`src/rtl/mini_core_lsu.sv`:
```
// mini_core_lsu -- load/store unit at the boundary of the Q103H (memory) and
// Q104H (writeback) pipeline stages of a small in-order core.
//
// Ports
//   Clock, Rst                 clock and asynchronous active-low reset
//   *Q103H inputs              instruction in the memory stage: address/ALU
//                              result, store data, PC+4, control and size
//   ReadyQ103H                 the Q103H instruction retires into Q104H this cycle
//   DMem* request outputs      single-beat request (valid/ready handshake)
//   DMemRsp* inputs            load response (valid, no backpressure)
//   RegWr*Q104H outputs        registered writeback; RegWrDataQ104H doubles as
//                              the Q104H forwarding source for execute
//   MisalignQ104H              one-cycle pulse for a dropped misaligned access
//                              (present only with the macro below)
//
// Build option
//   MINI_CORE_LSU_MISALIGN_CHK_EN  when defined, misaligned half/word accesses
//   are suppressed and flagged instead of issued with truncated byte enables.
module mini_core_lsu (
    input  logic        Clock,
    input  logic        Rst,
    input  logic [31:0] AluOutQ103H,
    input  logic [31:0] DMemWrDataQ103H,
    input  logic [31:0] PcPlus4Q103H,
    input  logic        ValidQ103H,
    input  logic        DMemRdEnQ103H,
    input  logic        DMemWrEnQ103H,
    input  logic        SignExtQ103H,
    input  logic        RegWrEnQ103H,
    input  logic [1:0]  SizeQ103H,
    input  logic [4:0]  RegDstQ103H,
    input  logic [1:0]  SelWbQ103H,
    output logic        ReadyQ103H,
    output logic        DMemReqValid,
    output logic [31:0] DMemAddr,
    output logic        DMemWrEn,
    output logic [3:0]  DMemByteEn,
    output logic [31:0] DMemWrData,
    input  logic        DMemReqReady,
    input  logic        DMemRspValid,
    input  logic [31:0] DMemRspData,
`ifdef MINI_CORE_LSU_MISALIGN_CHK_EN
    output logic        MisalignQ104H,
`endif
    output logic        RegWrEnQ104H,
    output logic [4:0]  RegDstQ104H,
    output logic [31:0] RegWrDataQ104H
);

    typedef enum logic [1:0] {IDLE, REQ, WAIT_RSP} state_t;

    state_t      state;
    logic        mem_op;
    logic        is_load;
    logic        misalign;
    logic [3:0]  base_en;
    logic [31:0] wb_data;

    // Align the response lane to bit 0, keep the access width, then extend.
    function automatic logic [31:0] fmt_load(input logic [31:0] rsp,
                                             input logic [1:0]  off,
                                             input logic [1:0]  size,
                                             input logic        sext);
        logic [31:0] sh;
        sh = rsp >> {off, 3'b000};
        case (size)
            2'd0:    fmt_load = {{24{sext & sh[7]}}, sh[7:0]};
            2'd1:    fmt_load = {{16{sext & sh[15]}}, sh[15:0]};
            default: fmt_load = sh;
        endcase
    endfunction

    assign mem_op  = ValidQ103H & (DMemRdEnQ103H | DMemWrEnQ103H);
    // An op with both enables set is handled as a store (no response expected).
    assign is_load = DMemRdEnQ103H & ~DMemWrEnQ103H;

`ifdef MINI_CORE_LSU_MISALIGN_CHK_EN
    // Size codes 2 and 3 both behave as a word access.
    assign misalign = mem_op & (((SizeQ103H == 2'd1) & AluOutQ103H[0]) |
                                (SizeQ103H[1] & (|AluOutQ103H[1:0])));
`else
    assign misalign = 1'b0;
`endif

    // Request fields come straight from the stalled Q103H instruction, so
    // they stay stable for as long as the pipeline holds it.
    assign DMemReqValid = Rst & mem_op & ~misalign & (state != WAIT_RSP);
    assign DMemAddr     = {AluOutQ103H[31:2], 2'b00};
    assign DMemWrEn     = DMemWrEnQ103H;

    always_comb begin
        case (SizeQ103H)
            2'd0:    base_en = 4'b0001;
            2'd1:    base_en = 4'b0011;
            default: base_en = 4'b1111;
        endcase
    end

    // Lanes shifted past byte 3 fall off: misaligned accesses are truncated.
    assign DMemByteEn = base_en << AluOutQ103H[1:0];

    always_comb begin
        case (SizeQ103H)
            2'd0:    DMemWrData = {4{DMemWrDataQ103H[7:0]}};
            2'd1:    DMemWrData = {2{DMemWrDataQ103H[15:0]}};
            default: DMemWrData = DMemWrDataQ103H;
        endcase
    end

    always_comb begin
        if (!mem_op || misalign)
            ReadyQ103H = 1'b1;
        else if (state == WAIT_RSP)
            ReadyQ103H = DMemRspValid;
        else
            ReadyQ103H = ~is_load & DMemReqReady;
    end

    always_comb begin
        case (SelWbQ103H)
            2'd1:    wb_data = fmt_load(DMemRspData, AluOutQ103H[1:0],
                                        SizeQ103H, SignExtQ103H);
            2'd2:    wb_data = PcPlus4Q103H;
            default: wb_data = AluOutQ103H;
        endcase
    end

    // Request handshake FSM. Responses are only looked at in WAIT_RSP, so a
    // stale response after reset or in IDLE/REQ has no effect.
    always_ff @(posedge Clock or negedge Rst) begin
        if (!Rst) begin
            state <= IDLE;
        end else begin
            case (state)
                IDLE, REQ: begin
                    if (DMemReqValid) begin
                        if (DMemReqReady)
                            state <= is_load ? WAIT_RSP : IDLE;
                        else
                            state <= REQ;
                    end else begin
                        state <= IDLE;
                    end
                end
                WAIT_RSP: if (DMemRspValid) state <= IDLE;
                default:  state <= IDLE;
            endcase
        end
    end

    // Q103H -> Q104H: retire on ready, otherwise insert a bubble and keep
    // destination and data so forwarding still sees the last result.
    always_ff @(posedge Clock or negedge Rst) begin
        if (!Rst) begin
            RegWrEnQ104H   <= 1'b0;
            RegDstQ104H    <= 5'd0;
            RegWrDataQ104H <= 32'd0;
        end else if (ReadyQ103H) begin
            RegWrEnQ104H   <= ValidQ103H & RegWrEnQ103H & ~misalign;
            RegDstQ104H    <= RegDstQ103H;
            RegWrDataQ104H <= wb_data;
        end else begin
            RegWrEnQ104H   <= 1'b0;
        end
    end

`ifdef MINI_CORE_LSU_MISALIGN_CHK_EN
    always_ff @(posedge Clock or negedge Rst) begin
        if (!Rst)
            MisalignQ104H <= 1'b0;
        else
            MisalignQ104H <= ReadyQ103H & misalign;
    end
`endif

endmodule

```
`config.mk`:
```
export PLATFORM = sky130hd
export DESIGN_NAME = mini_core_lsu
export DESIGN_NICKNAME = d
export VERILOG_FILES = /design/src/rtl/mini_core_lsu.sv
export SDC_FILE = /design/constraint.sdc
export NUM_CORES = 1
export LEC_CHECK = 0
export ABC_AREA = 1
export CORE_ASPECT_RATIO = 0.75
export CORE_MARGIN = 2
export CORE_UTILIZATION = 33
export CTS_BUF_LIST = sky130_fd_sc_hd__clkbuf_16
export CTS_CLUSTER_DIAMETER = 120
export CTS_CLUSTER_SIZE = 10
export DETAILED_ROUTE_END_ITERATION = 8
export PLACE_DENSITY_LB_ADDON = 0.1
export RECOVER_POWER = 50
export SLEW_MARGIN = 0
export SYNTH_ARGS = -nofsm -noshare
export SYNTH_HDL_FRONTEND = slang
export SYNTH_SLANG_ARGS = --single-unit
```
`constraint.sdc`:
```
create_clock -name Clock -period 1.3 [get_ports Clock]
set_input_delay 0.26 -clock Clock [delete_from_list [all_inputs] [get_ports Clock]]
set_output_delay 0.26 -clock Clock [all_outputs]
set_load 0.05 [all_outputs]
```
==> flow_metrics.tcl <==
set metrics [dict create \
    grt_pass1_wl_um 30600 \
    die_h_um 97.2 \
    ys.warnings.count 0 \
    dieArea_mm2 0.0125 \
    outcome "finished, violations left" \
    holdWs_ns 0.357 \
    grt_pass1_vias 5572 \
    whs_path_depth 3 \
    finish.net_count 1056 \
    setup_viol 57 \
    clockBufferDepth 2 \
    htree_levels 2 \
    clock_skew_ns 0.0102 \
    crit_path_top_delay_cell "dfrtp_1" \
    syn2layout_area_growth_pct 136 \
    most-common-layout-cells "204 x nand2_1, 104 x clkdlybuf4s50_1, 98 x buf_12" \
    synth_area_leaders "nand2_1 27%, dfrtp_1 26%, buf_4 8.6%" \
    cts_buffers 5 \
    reg2regPathDepth 11 \
    rsz0062_at_grt "true" \
    reg2reg_slack_ns -0.21 \
    hold_buffers 0 \
    maxCapViolations 0 \
    r2r-end "RegWrDataQ104H[22]" \
    cp_cell_sequence "inv_2 -> nor2_4 -> inv_2 -> nand3_2 -> nand3_4 -> buf_8" \
    vdd.ir_drop.worst_mv 0.802 \
    crit_fanout 3 \
    synth_cell_types 32 \
    r2r_start "state[1]" \
    drive_above_1_share_pct 41.9 \
    clkTransAtPathRegs_ns 0.06 \
    routedWlPerCell_um 19.2 \
    routed_via_density 5.29 \
    final_common_cell "nand2_1" \
    ios 255 \
    min_delay_worst_endpoint "RegWrEnQ104H" \
    wirelength_um 20200 \
    initial_utilization_pct 34.4 \
    syn_area_per_cell_um2 6.08 \
    clock_latency_ns 0.29 \
    gr-usage-all-layers_pct 31.1 \
    row_count 33 \
    crit_family "flip-flops" \
    hold_viol_final 0 \
    final.min_clock_period_ns 1.52 \
    io_buffer_count 252 \
    drv_slew 0 \
    cts_tree "done" \
    root_buffer "clkbuf_16" \
    worst-path-buf-inv 3 \
    syn_area_mm2 0.00382 \
    drc_errors 0 \
    netlist_instances 628 \
    failed_checks "negative setup slack" \
    maxSlewHeadroom_pct 31.0 \
    slowest_delay_ns 0.35 \
    yosysTopAreaCell "nand2_1" \
    antenna_found_initial 1 \
    power.density_mw_per_mm2 921 \
    cp-start-kind "flip-flop" \
    critPathKind "reg -> out" \
    die_w_um 128 \
    crit_required_ns 1.04 \
    synth_top_cell_area_share_pct 27.2 \
    period_share_pct 117 \
    cp-end-kind "output pin" \
    fillers 688 \
    drt-initial-drc-count 419 \
    p_total_mw 8.30 \
    cp_common_cell "inv_2" \
    hold_start "ValidQ103H" \
    grt_remaining_overflow 0 \
    worst_slack_ns -0.220 \
    critPathArrivalTime_ns 1.26 \
    first_pass_iters 6 \
    ys_seq_area_share_pct 26.2 \
    ys_ff_latch 40 \
    vias 5555 \
    fmax_mhz 658 \
    hold_class "in -> reg" \
    worstMarginPinSlew_ns 1.04 \
    core_mm2 0.0111 \
    p_leak_nw 4.42 \
    gp_congestion 0.996 \
    clkSinkCount 40 \
    grt_max_degree 41 \
    place_hpwl_um 13900 \
    ant_nets 0 \
]
==> how the worst max path moves through the flow <==
| stage | startpoint | cells after the start | slack (ns) | endpoint |
|---|---|---|---|---|
| 6_report | state[1] | 6 | -0.22 | ReadyQ103H |
| 5_1_grt | state[1] | 11 | -0.28 | RegWrDataQ104H[22] |
| 4_1_cts | state[0] | 5 | -0.21 | ReadyQ103H |
| 3_5_place_dp | SelWbQ103H[0] | 8 | -0.68 | RegWrDataQ104H[17] |
| 3_3_place_gp | SizeQ103H[1] | 7 | -0.58 | DMemWrData[27] |
| 2_1_floorplan | SizeQ103H[1] | 5 | -0.39 | DMemWrData[24] |
==> cell type report <==
cell class / count / area (um2) / area share, %
Antenna cell: 1 / 2.50 / 0.0278
Clock buffer: 5 / 125 / 1.39
Clock inverter: 3 / 90.1 / 0.999
Inverter: 48 / 260 / 2.89
Multi-Input combinational cell: 461 / 2820 / 31.3
Sequential cell: 40 / 1000 / 11.1
Tap cell: 140 / 175 / 1.94
Timing Repair Buffer: 351 / 4530 / 50.2
Timing Repair inverter: 1 / 11.3 / 0.125
==> flip-flops by register name, indices dropped and copies added, names as in the netlist <==
register	count
RegDstQ104H	5
RegWrDataQ104H	32
RegWrEnQ104H	1
state	2
==> worst register-to-register path: stages (launching register included) <==
cell       delay, ns
dfrtp_1         0.35
inv_2           0.06
nor2_4          0.14
inv_2           0.06
nand3_2         0.08
nand3_4         0.11
buf_12          0.19
clkbuf_16       0.17
o21ai_2         0.06
inv_1           0.05
nand2_1         0.08
nand2_1         0.06
==> cell families (layout without fill, tap and decap cells) <==
kind of cell,count (synthesis),after routing,synth area share (%)
buffers and inverters,129,408,19.0
adder cells (fa/ha/maj),2,2,0.655
flip-flops,40,40,26.2
other,1,3,0.0981
AO/OA/AOI/OAI,115,115,15.8
AND/OR/NAND/NOR,341,342,38.2
==> power by group <==
part / switching [mW] / internal (mW) / leakage [nW]
clock network: 0.520 / 1.29 / 0.104
logic: 2.60 / 2.21 / 3.83
registers: 0.240 / 1.43 / 0.487
==> cell usage after synthesis <==
cell and instances:
buf_6 5, buf_2 13, o21a_1 1, o21ai_1 12, a21oi_1 62, buf_1 1
or2_2 5, conb_1 1, nand3_2 2, nor3_1 1, inv_1 43, a22oi_1 1
nand3_1 35, dfrtp_1 40, o21ai_0 29, o32ai_1 1, nand2_2 11, o211ai_1 8
buf_4 44, nand3_4 3, buf_12 1, nand2_1 277, nand2_8 1, nand2_4 1
ha_1 2, nor2_2 1, clkbuf_1 17, nor2_8 1, a31oi_1 1, inv_4 2
inv_2 3, nor2_1 3
==> layer usage <==
layer | vias up | wire length, um | global-route usage, %
met5 | - | 0 | 0
met4 | 0 | 558 | 8.28
met3 | 55 | 1970 | 6.50
met2 | 388 | 10200 | 55.0
met1 | 2585 | 7430 | 38.2
li1 | 2527 | - | -
==> through the flow <==
| step | TNS, ns | cell area (um2) | instances | util [%] | setup WS, ns |
|---|---|---|---|---|---|
| finish | -6.92 | 9020 | 1050 | 81.2 | -0.220 |
| floorplan | -3.20 | 4120 | 629 | - | -0.391 |
| CTS | -5.85 | 8960 | 1046 | 80.7 | -0.211 |
| global route | -10.39 | 9020 | 1050 | 81.2 | -0.283 |
| detailed placement | -38.27 | 7800 | 1006 | 70.2 | -0.680 |
| global placement | -35.10 | 7800 | 1006 | 70.2 | -0.582 |
==> repair_timing <==
action / in CTS / in global routing
endpoints found under the setup margin: 67 / 66
setup buffers: 20 / 7
gates cloned: 12 / 1
pin swaps: 48 / 41
resized for setup: 206 / 104
endpoints found under the hold margin: 0 / 0
No activity file was read; power rests on OpenSTA's default activity.
